==> config.mk <==
export PLATFORM = sky130hd
export DESIGN_NAME = l2_tcdm_arbiter
export DESIGN_NICKNAME = d
export VERILOG_FILES = /design/src/rtl/l2_tcdm_arb_pkg.sv /design/src/rtl/l2_arb_id_fifo.sv /design/src/rtl/l2_tcdm_arbiter.sv
export SDC_FILE = /design/constraint.sdc
export NUM_CORES = 1
export LEC_CHECK = 0
export ABC_AREA = 1
export CORE_AREA = 2 2 125 127
export CTS_CLUSTER_SIZE = 25
export DETAILED_ROUTE_END_ITERATION = 7
export DIE_AREA = 0 0 127 129
export REMOVE_ABC_BUFFERS = 1
export SETUP_SLACK_MARGIN = 0.4
export SLEW_MARGIN = 20
export SYNTH_ARGS = -nofsm -noshare
export SYNTH_HDL_FRONTEND = slang
export SYNTH_HIERARCHICAL = 1
export SYNTH_SLANG_ARGS = --single-unit
==> constraint.sdc <==
create_clock -name clk_i -period 2.3 [get_ports clk_i]
set_clock_uncertainty 0.05 [all_clocks]
set_input_delay 0.345 -clock clk_i [delete_from_list [all_inputs] [get_ports clk_i]]
set_output_delay 0.345 -clock clk_i [all_outputs]
set_load 0.01 [all_outputs]
==> src/rtl/l2_tcdm_arb_pkg.sv <==
// Shared types and helpers for the L2 TCDM arbiter.
// Latency: n/a (types, constants and a pure combinational function).
// Backpressure: n/a.
//
// Contents:
//   tcdm_req_t - request payload {add, wen, wdata, be} at the default 32-bit widths
//   ID_WIDTH   - master-index width for the default two-master build
//   rr_pick    - round-robin winner search starting at a pointer, wrapping at nb
package l2_tcdm_arb_pkg;

  localparam int MAX_MASTERS    = 8;
  localparam int NB_MASTERS_DEF = 2;
  localparam int ADDR_WIDTH_DEF = 32;
  localparam int DATA_WIDTH_DEF = 32;
  localparam int ID_WIDTH       = $clog2(NB_MASTERS_DEF);

  typedef struct packed {
    logic [ADDR_WIDTH_DEF-1:0]   add;
    logic                        wen;
    logic [DATA_WIDTH_DEF-1:0]   wdata;
    logic [DATA_WIDTH_DEF/8-1:0] be;
  } tcdm_req_t;

  // Returns the first requesting index at or after ptr, wrapping modulo nb.
  // ptr < nb is assumed, so a single subtraction is enough to wrap.
  // With no request pending the pointer itself is returned (a don't-care).
  function automatic int rr_pick(input logic [MAX_MASTERS-1:0] req,
                                 input int ptr,
                                 input int nb);
    int   idx;
    logic found;
    rr_pick = ptr;
    found   = 1'b0;
    for (int i = 0; i < MAX_MASTERS; i++) begin
      if (i < nb) begin
        idx = ptr + i;
        if (idx >= nb) idx = idx - nb;
        if (!found && req[idx]) begin
          rr_pick = idx;
          found   = 1'b1;
        end
      end
    end
  endfunction

endpackage

==> src/rtl/l2_arb_id_fifo.sv <==
// Synchronous FIFO holding the master index of every request still awaiting its response.
// Latency: push visible at head/count one cycle after the push edge; head is read combinationally.
// Backpressure: push ignored when full, pop ignored when empty; simultaneous push+pop keeps count.
//
// Ports:
//   clk_i, rst_i        - clock, synchronous active-high reset (empties the FIFO)
//   push_i, data_i      - enqueue data_i at the clock edge
//   pop_i               - dequeue head at the clock edge
//   full_o, empty_o     - occupancy flags
//   count_o             - registered occupancy, 0..DEPTH
//   head_o              - oldest entry
module l2_arb_id_fifo #(
  parameter  int DEPTH = 4,
  parameter  int WIDTH = 1,
  localparam int PTR_W = $clog2(DEPTH),
  localparam int CNT_W = PTR_W + 1
) (
  input  logic             clk_i,
  input  logic             rst_i,
  input  logic             push_i,
  input  logic [WIDTH-1:0] data_i,
  input  logic             pop_i,
  output logic             full_o,
  output logic             empty_o,
  output logic [CNT_W-1:0] count_o,
  output logic [WIDTH-1:0] head_o
);

  logic [WIDTH-1:0] r_mem [DEPTH];
  logic [PTR_W-1:0] r_wptr;
  logic [PTR_W-1:0] r_rptr;
  logic [CNT_W-1:0] r_count;
  logic             w_push;
  logic             w_pop;

  assign full_o  = (r_count == CNT_W'(DEPTH));
  assign empty_o = (r_count == '0);
  assign w_push  = push_i && !full_o;
  assign w_pop   = pop_i && !empty_o;
  assign count_o = r_count;
  assign head_o  = r_mem[r_rptr];

  // Storage needs no reset: an entry is only read after it has been written.
  always_ff @(posedge clk_i) begin
    if (w_push) r_mem[r_wptr] <= data_i;
  end

  // DEPTH is a power of two, so the pointers wrap naturally.
  always_ff @(posedge clk_i) begin
    if (rst_i) begin
      r_wptr  <= '0;
      r_rptr  <= '0;
      r_count <= '0;
    end else begin
      if (w_push) r_wptr <= r_wptr + 1'b1;
      if (w_pop)  r_rptr <= r_rptr + 1'b1;
      case ({w_push, w_pop})
        2'b10:   r_count <= r_count + 1'b1;
        2'b01:   r_count <= r_count - 1'b1;
        default: r_count <= r_count;
      endcase
    end
  end

endmodule

==> src/rtl/l2_tcdm_arbiter.sv <==
// Shares one L2 TCDM slave port among NB_MASTERS masters (round-robin, optional debug priority).
// Latency: zero added on the request path; responses routed in the same cycle as s_r_valid_i.
// Backpressure: s_req_o drops while MAX_OUTSTANDING responses are pending; ungranted requests wait.
//
// Ports:
//   clk_i, rst_i                 - clock, synchronous active-high reset
//   prio_en_i                    - PRIO_MASTER wins whenever it requests
//   m_req_i/m_add_i/m_wen_i/
//   m_wdata_i/m_be_i             - per-master request and payload (wen active-low)
//   m_gnt_o                      - per-master grant, one-hot or zero
//   m_r_valid_o, m_r_rdata_o     - per-master response valid, broadcast read data
//   s_req_o/s_add_o/s_wen_o/
//   s_wdata_o/s_be_o, s_gnt_i    - slave request side
//   s_r_valid_i, s_r_rdata_i     - slave response side
//   err_o                        - sticky: response seen with nothing outstanding
//   outstanding_o                - registered count of pending responses
module l2_tcdm_arbiter
  import l2_tcdm_arb_pkg::*;
#(
  parameter int NB_MASTERS      = 2,
  parameter int ADDR_WIDTH      = 32,
  parameter int DATA_WIDTH      = 32,
  parameter int MAX_OUTSTANDING = 4,
  parameter int PRIO_MASTER     = 0
) (
  input  logic                                    clk_i,
  input  logic                                    rst_i,
  input  logic                                    prio_en_i,
  input  logic [NB_MASTERS-1:0]                   m_req_i,
  input  logic [NB_MASTERS-1:0][ADDR_WIDTH-1:0]   m_add_i,
  input  logic [NB_MASTERS-1:0]                   m_wen_i,
  input  logic [NB_MASTERS-1:0][DATA_WIDTH-1:0]   m_wdata_i,
  input  logic [NB_MASTERS-1:0][DATA_WIDTH/8-1:0] m_be_i,
  output logic [NB_MASTERS-1:0]                   m_gnt_o,
  output logic [NB_MASTERS-1:0]                   m_r_valid_o,
  output logic [NB_MASTERS-1:0][DATA_WIDTH-1:0]   m_r_rdata_o,
  output logic                                    s_req_o,
  output logic [ADDR_WIDTH-1:0]                   s_add_o,
  output logic                                    s_wen_o,
  output logic [DATA_WIDTH-1:0]                   s_wdata_o,
  output logic [DATA_WIDTH/8-1:0]                 s_be_o,
  input  logic                                    s_gnt_i,
  input  logic                                    s_r_valid_i,
  input  logic [DATA_WIDTH-1:0]                   s_r_rdata_i,
  output logic                                    err_o,
  output logic [$clog2(MAX_OUTSTANDING):0]        outstanding_o
);

  localparam int ID_W = $clog2(NB_MASTERS);

  logic [MAX_MASTERS-1:0] w_req_ext;
  logic [ID_W-1:0]        w_winner;
  logic [ID_W-1:0]        w_head;
  logic                   w_prio_win;
  logic                   w_any_req;
  logic                   w_full;
  logic                   w_empty;
  logic                   w_hs;
  logic                   w_pop;
  logic [ID_W-1:0]        r_rr_ptr;
  logic                   r_err;

  always_comb begin
    w_req_ext                 = '0;
    w_req_ext[NB_MASTERS-1:0] = m_req_i;
  end

  // Winner selection: debug override first, otherwise round-robin from the pointer.
  assign w_prio_win = prio_en_i && m_req_i[PRIO_MASTER];
  assign w_winner   = w_prio_win ? ID_W'(PRIO_MASTER)
                                 : ID_W'(rr_pick(w_req_ext, int'(r_rr_ptr), NB_MASTERS));
  assign w_any_req  = |m_req_i;

  // Full blocks the request regardless of a same-cycle pop, so r_valid never reaches req.
  assign s_req_o   = !rst_i && w_any_req && !w_full;
  assign s_add_o   = m_add_i[w_winner];
  assign s_wen_o   = m_wen_i[w_winner];
  assign s_wdata_o = m_wdata_i[w_winner];
  assign s_be_o    = m_be_i[w_winner];

  assign w_hs  = s_req_o && s_gnt_i;
  assign w_pop = !rst_i && s_r_valid_i && !w_empty;

  always_comb begin
    m_gnt_o = '0;
    if (w_hs) m_gnt_o[w_winner] = 1'b1;
  end

  always_comb begin
    m_r_valid_o = '0;
    if (w_pop) m_r_valid_o[w_head] = 1'b1;
  end

  assign m_r_rdata_o = {NB_MASTERS{s_r_rdata_i}};
  assign err_o       = r_err;

  // The pointer only moves on round-robin wins, so a priority burst does not
  // steal the next turn from whoever was due.
  always_ff @(posedge clk_i) begin
    if (rst_i) begin
      r_rr_ptr <= '0;
      r_err    <= 1'b0;
    end else begin
      if (w_hs && !w_prio_win) begin
        if (w_winner == ID_W'(NB_MASTERS - 1)) r_rr_ptr <= '0;
        else                                   r_rr_ptr <= w_winner + 1'b1;
      end
      if (s_r_valid_i && w_empty) r_err <= 1'b1;
    end
  end

  // Every handshake, read or write, gets a response from L2, so every one is tracked.
  l2_arb_id_fifo #(
    .DEPTH (MAX_OUTSTANDING),
    .WIDTH (ID_W)
  ) u_id_fifo (
    .clk_i   (clk_i),
    .rst_i   (rst_i),
    .push_i  (w_hs),
    .data_i  (w_winner),
    .pop_i   (w_pop),
    .full_o  (w_full),
    .empty_o (w_empty),
    .count_o (outstanding_o),
    .head_o  (w_head)
  );

endmodule

==> out/results.tsv, run 1 <==
stage	metric	value	unit
placement	routabilityCongestion	0.726	
setup_path	start_kind	flop	
logic_synthesis	synthArstFlopShare	0	
logic_synthesis	synthFlopType	dfxtp_1	
timing	drv_slew	0	
clock_tree	ctsRootBufferMaster	clkbuf_16	
floorplan	rows	45	
timing	finalHoldViolCount	0	
pwr	powerDensity	348	nW/um^2
clock_tree	cts_htree_levels	1	
detailed_routing	first_pass_iters	4	
setup_path	cp.arrival	1.52	ns
timing	rsz0062_at_grt	yes	
detailed_routing	ant_nets	0	
timing	hold_slack	0.423	ns
pwr	pwr-share-seq	0.182	
timing	max-slew-margin-rel	0.836	
grt	grt_util_all_layers	0.141	
clock_tree	tritoncts	done	
timing	max_freq	0.523	GHz
detailed_routing	routedWlPerCell	16.7	microns
grt	grt_pass1_vias	2863	
detailed_routing	wl	13.0	mm
clock_tree	cts.clk_slew.worst_paths	0.05	ns
placement	portBuffers	222	
detailed_routing	drt-initial-drc-count	77	
logic_synthesis	synth_top_area_frac	0.378	
placement	hpwlAfterDp	9.41	mm
hold_path	hp-class	flop to flop	
pwr	pwr-share-clk	0.204	
pwr	comb_power_share	0.615	
logic_synthesis	synth_seq_area_share	0.154	
grt	grt_overflow	0	
logic_synthesis	ys_top_cells_by_area	nand2_1, buf_4, dfxtp_1	
timing	finalCritPeriodShare	0.831	
grt	grt_pass1_wl	17.3	mm
setup_path	end_kind	output pin	
logic_synthesis	synth_cells	399	
pwr	leakagePower	2.32	nW
final_layout	syn_to_final_growth	110	%
final_layout	diodes	0	
final_layout	n_fill_cell	1623	
logic_synthesis	synth_most_common_cell	nand2_1	
clock_tree	clk-insertion-delay-late	0.24	ns
logic_synthesis	ys_warn_count	6	
detailed_routing	vias	3012	
final_layout	drive_gt1_frac	0.278	
job	maxCapViolCount	0	
outcome	status	finished, final reports clean	
pwr	switching_share	0.331	
logic_synthesis	yosys-top-cells-count	nand2_1, buf_4, inv_1, nor2_1, dfxtp_1	
logic_synthesis	yosysTopAreaCell	nand2_1	
setup_path	cp_max_fo	9	
floorplan	dieHeight	129	microns
logic_synthesis	synth.distinct_cells	24	
clock_tree	clockBufferDepth	2	
final_layout	nets	771	
floorplan	num_io_pins	319	
setup_path	crit_required	1.90	ns
floorplan	core_area	15000	sq um
timing	min_period	1.91	ns
timing	tightest_slew	0.244	ns
grt	antenna_found_initial	0	
pwr	p_int	1.08	mW
clock_tree	clock-sinks	15	
grt	grt_max_degree	20	
final_layout	final_util	0.310	
setup_path	path_class	flop to output pin	
clock_tree	numCtsBuffers	3	
logic_synthesis	synth-seq-cells	15	
logic_synthesis	synth_area	2210	sq um
detailed_routing	drcViolationCount	0	
floorplan	initial_core_util	0.148	
logic_synthesis	synth_area_per_cell	5.54	sq um
floorplan	fp.dieW	127	microns
pwr	p_sw	536	uW
clock_tree	ctsHoldBuffers	0	
floorplan	die-area	16400	sq um
detailed_routing	via_per_inst	3.89	
timing	setup_violations	0	
logic_synthesis	synth_edf_count	4	
pwr	peakVddDrop	0.207	mV
critical path, cell delays in order (launching register included):
cell and delay (ns):
dfxtp_2 0.32, inv_2 0.06, nand2_4 0.06, nand2_8 0.11, clkinv_8 0.07, buf_8 0.14
clkbuf_16 0.16, buf_4 0.13, nand2_1 0.05, nand2_1 0.04, buf_2 0.13
final cells by class:
cell class	count	area, sq um	area share
Timing Repair Buffer	262	2540	0.546
Multi-Input combinational cell	277	1320	0.284
Tap cell	188	235	0.0506
Clock inverter	1	5.00	0.00108
Inverter	29	126	0.0272
Sequential cell	15	348	0.0748
Clock buffer	3	75.1	0.0161
cell families (layout without fill, tap and decap cells):
group,Yosys count,after routing,synth area share
buffers and inverters,107,295,0.320
AO/OA/AOI/OAI,13,13,0.0305
AND/OR/NAND/NOR,258,258,0.458
flip-flops,15,15,0.154
adder cells (fa/ha/maj),6,6,0.0373
metal layers:
metal  vias to the layer above  part of all wire  track usage
met1                      1269              0.37        0.160
li1                       1509                 -            -
met2                       224              0.49        0.230
met4                         4            0.0051       0.0110
met5                         -            0.0080       0.0647
met3                         6              0.13       0.0881
timing repair:
| item | in CTS | in global routing |
|---|---|---|
| resized for setup | 304 | 56 |
| pin swaps | 13 | 8 |
| setup buffers | 16 | 2 |
| gates cloned | 8 | 3 |
| endpoints found under the setup margin | 76 | 70 |
path summary, 6_finish.rpt:
kind / slack, ns / depth (start not counted) / from / to
setup / recovery: 0.39 / 10 / r_rr_ptr / s_add_o[28]
hold / removal: 0.42 / 2 / err_o / err_o
setup reg to reg: 0.41 / 14 / u_id_fifo/count_o[0] / u_id_fifo/count_o[2]
hold reg to reg: 0.42 / 2 / err_o / err_o
cell usage in the layout (no fill, tap or decap), types with 2 or more instances in the layout:
master	synthesis	routed
nand2_1	223	198
clkdlybuf4s50_1	0	143
buf_2	6	55
inv_1	25	21
nor2_1	23	21
buf_4	65	18
nand2_2	1	16
nand2_4	1	10
clkbuf_2	0	10
buf_12	0	9
buf_16	0	8
dfxtp_1	11	7
a21oi_1	7	6
clkbuf_16	0	6
inv_2	3	5
buf_6	7	5
clkdlybuf4s15_1	0	5
o21ai_0	5	5
ha_1	5	4
edfxtp_1	4	4
dlygate4sd2_1	0	3
dfxtp_2	0	3
nand3_1	4	3
nor2_2	0	2
clkdlybuf4s15_2	0	2
inv_4	1	2
nand3_4	1	2
power by group through the flow:
| stage | clock [mW] | combinational [mW] | sequential, mW |
|---|---|---|---|
| detailed placement | 0 | 0.894 | 0.299 |
| finish | 0.330 | 0.995 | 0.294 |
| CTS | 0.340 | 0.974 | 0.294 |
| global route | 0.349 | 1.08 | 0.295 |
| global placement | 0 | 0.896 | 0.299 |
| floorplan | 0 | 0.281 | 0.299 |
through the flow:
stage	power, mW	cells	instance area (sq um)	TNS, ns	worst slack (ns)
finish	1.62	775	4650	0	0.388
global route	1.72	775	4650	0	0.298
CTS	1.61	770	4570	0	0.372
detailed placement	1.19	742	4210	-10.78	-0.275
global placement	1.19	742	4210	-11.48	-0.281
floorplan	0.580	321	1620	0	0.139
No activity file was read; power rests on OpenSTA's default activity.
==> inputs of run 2 (changes only) <==
==> constraint.sdc (replaced) <==
create_clock -name clk_i -period 2 [get_ports clk_i]
set_clock_uncertainty 0.05 [all_clocks]
set_input_delay 0.3 -clock clk_i [delete_from_list [all_inputs] [get_ports clk_i]]
set_output_delay 0.3 -clock clk_i [all_outputs]
set_load 0.01 [all_outputs]
==> out/results.tsv, run 2 (synthesis results as in run 1) <==
stage	metric	value	unit	change
outcome	status	finished, final reports clean		
detailed_routing	drt-initial-drc-count	64		-17%
setup_path	cp_max_fo	6		-3
timing	finalCritPeriodShare	0.928		
grt	grt_pass1_wl	19.3	mm	+11%
placement	portBuffers	222		unchanged
timing	hold_slack	0.391	ns	-0.0316 ns
grt	grt_max_degree	16		-20%
clock_tree	clock-sinks	15		unchanged
timing	tightest_slew	0.289	ns	+0.0457 ns
placement	hpwlAfterDp	9.38	mm	-0.31%
setup_path	worst-r2r-cell-count	12		-2
setup_path	ff2ff_setup_slack	0.17	ns	-0.24 ns
floorplan	initial_core_util	0.148		unchanged
hold_path	whs_path_depth	3		+1
placement	routabilityCongestion	0.748		+3.1%
pwr	power	2.30	mW	+42%
hold_path	hp-class	input pin to flop		
floorplan	num_io_pins	319		unchanged
grt	antenna_found_initial	0		unchanged
job	maxCapViolCount	0		unchanged
grt	grt_util_all_layers	0.157		+0.0159
detailed_routing	first_pass_iters	6		+2
detailed_routing	wl	14.3	mm	+10%
pwr	powerDensity	392	nW/um^2	+13%
clock_tree	ctsRootBufferMaster	clkbuf_16		
final_layout	nets	808		+4.8%
grt	grt_overflow	0		unchanged
floorplan	dieHeight	129	microns	unchanged
clock_tree	tritoncts	done		
detailed_routing	routedWlPerCell	17.6	microns	+5.2%
timing	finalHoldViolCount	0		unchanged
final_layout	final_cell_mix	clkdlybuf4s50_1, nand2_1, nand2_2, nand2_4, buf_6		
setup_path	crit_required	1.65	ns	-0.25 ns
setup_path	start_kind	flop		
clock_tree	cts_htree_levels	1		unchanged
hold_path	whs_endpoint	err_o		
floorplan	die-area	16400	sq um	unchanged
clock_tree	clockBufferDepth	2		unchanged
floorplan	rows	45		unchanged
timing	drv_slew	0		unchanged
grt	grt_pass1_vias	3177		+11%
setup_path	regToRegStartpoint	u_id_fifo/count_o[0]		
hold_path	hp-start	s_r_valid_i		
clock_tree	numCtsBuffers	3		unchanged
final_layout	drive_gt1_frac	0.505		+0.227
detailed_routing	ant_nets	0		unchanged
setup_path	reg2reg_to	u_id_fifo/count_o[1]		
pwr	leakagePower	2.81	nW	+21%
timing	min_period	1.86	ns	
final_layout	final_common_cell	clkdlybuf4s50_1		
floorplan	core_area	15000	sq um	unchanged
floorplan	fp.dieW	127	microns	unchanged
clock_tree	clk-insertion-delay-late	0.25	ns	about the same
timing	max-slew-margin-rel	0.807		-0.0288
setup_path	cp.arrival	1.51	ns	about the same
clock_tree	cts.clk_slew.worst_paths	0.05	ns	about the same
detailed_routing	vias	3273		+8.7%
timing	rsz0062_at_grt	yes		
final_layout	diodes	0		unchanged
setup_path	path_class	flop to output pin		
detailed_routing	drcViolationCount	0		unchanged
final_layout	syn_to_final_growth	165	%	
timing	setup_violations	0		unchanged
timing	max_freq	0.539	GHz	
setup_path	end_kind	output pin		
pwr	peakVddDrop	0.332	mV	+60%
detailed_routing	via_per_inst	4.03		+3.7%
==> run 2: cell count changes in the layout (fill, tap and decap cells not counted), sizes merged, moves of 2 or more <==
cell / change
buf: +53
clkbuf: -10
clkdlybuf4s15: -6
clkinv: -2
==> run 2: cell type report <==
cell class	instances	area [sq um]
clock buffer	3	75.1
clock inverter	1	7.51
fill	1520	9120
inverter	29	135
multi-input combinational	277	1850
sequential	15	345
tap	188	235
timing repair buffer	299	3210
==> run 2: timing repair <==
action                     CTS  global route
gates resized for setup    470           141
hold buffers                 0             0
hold endpoints to repair     0             0
cloned                      15             2
setup endpoints to repair   83            83
setup buffers               30            10
pin swaps                   57            43
==> run 2: worst max path at each step <==
stage,to,cells after the start,startpoint
after global routing,u_id_fifo/count_o[2],17,u_id_fifo/count_o[0]
final,s_be_o[3],9,r_rr_ptr
after detailed placement,s_wdata_o[5],9,m_req_i[0]
after global placement,s_wdata_o[5],9,m_req_i[0]
after CTS,u_id_fifo/count_o[2],17,u_id_fifo/count_o[1]
after floorplan,u_id_fifo/count_o[2],15,u_id_fifo/count_o[2]
==> run 2: worst max-delay path, stage by stage, from the launching register on <==
cell	delay (ns)
dfxtp_2	0.34
inv_2	0.05
nand2_4	0.08
nand2_8	0.10
buf_12	0.15
buf_12	0.14
clkbuf_16	0.17
nand2_2	0.06
nand2_1	0.05
buf_2	0.13
==> run 2: report_power, final <==
part	internal (mW)	switching [mW]
Sequential	0.328	0.0108
Combinational	0.910	0.652
Clock	0.269	0.126
Total	1.51	0.789
==> run 2: per-stage QoR <==
stage          TNS, ns  instances  utilization  instance area (sq um)  setup WS [ns]
6_report             0        812        0.391                   5860          0.144
5_1_grt              0        812        0.391                   5860         0.0648
4_1_cts              0        800        0.348                   5210          0.143
3_5_place_dp    -27.70        751        0.285                   4270         -0.516
3_3_place_gp    -26.82        751        0.285                   4270         -0.512
2_1_floorplan   -0.205        321            -                   1620         -0.161
==> run 2: metal layers <==
metal  global-route usage  wire, microns
met1                0.176           5160
met2                0.270           7310
met3               0.0844           1620
met4               0.0129            110
met5               0.0618             78
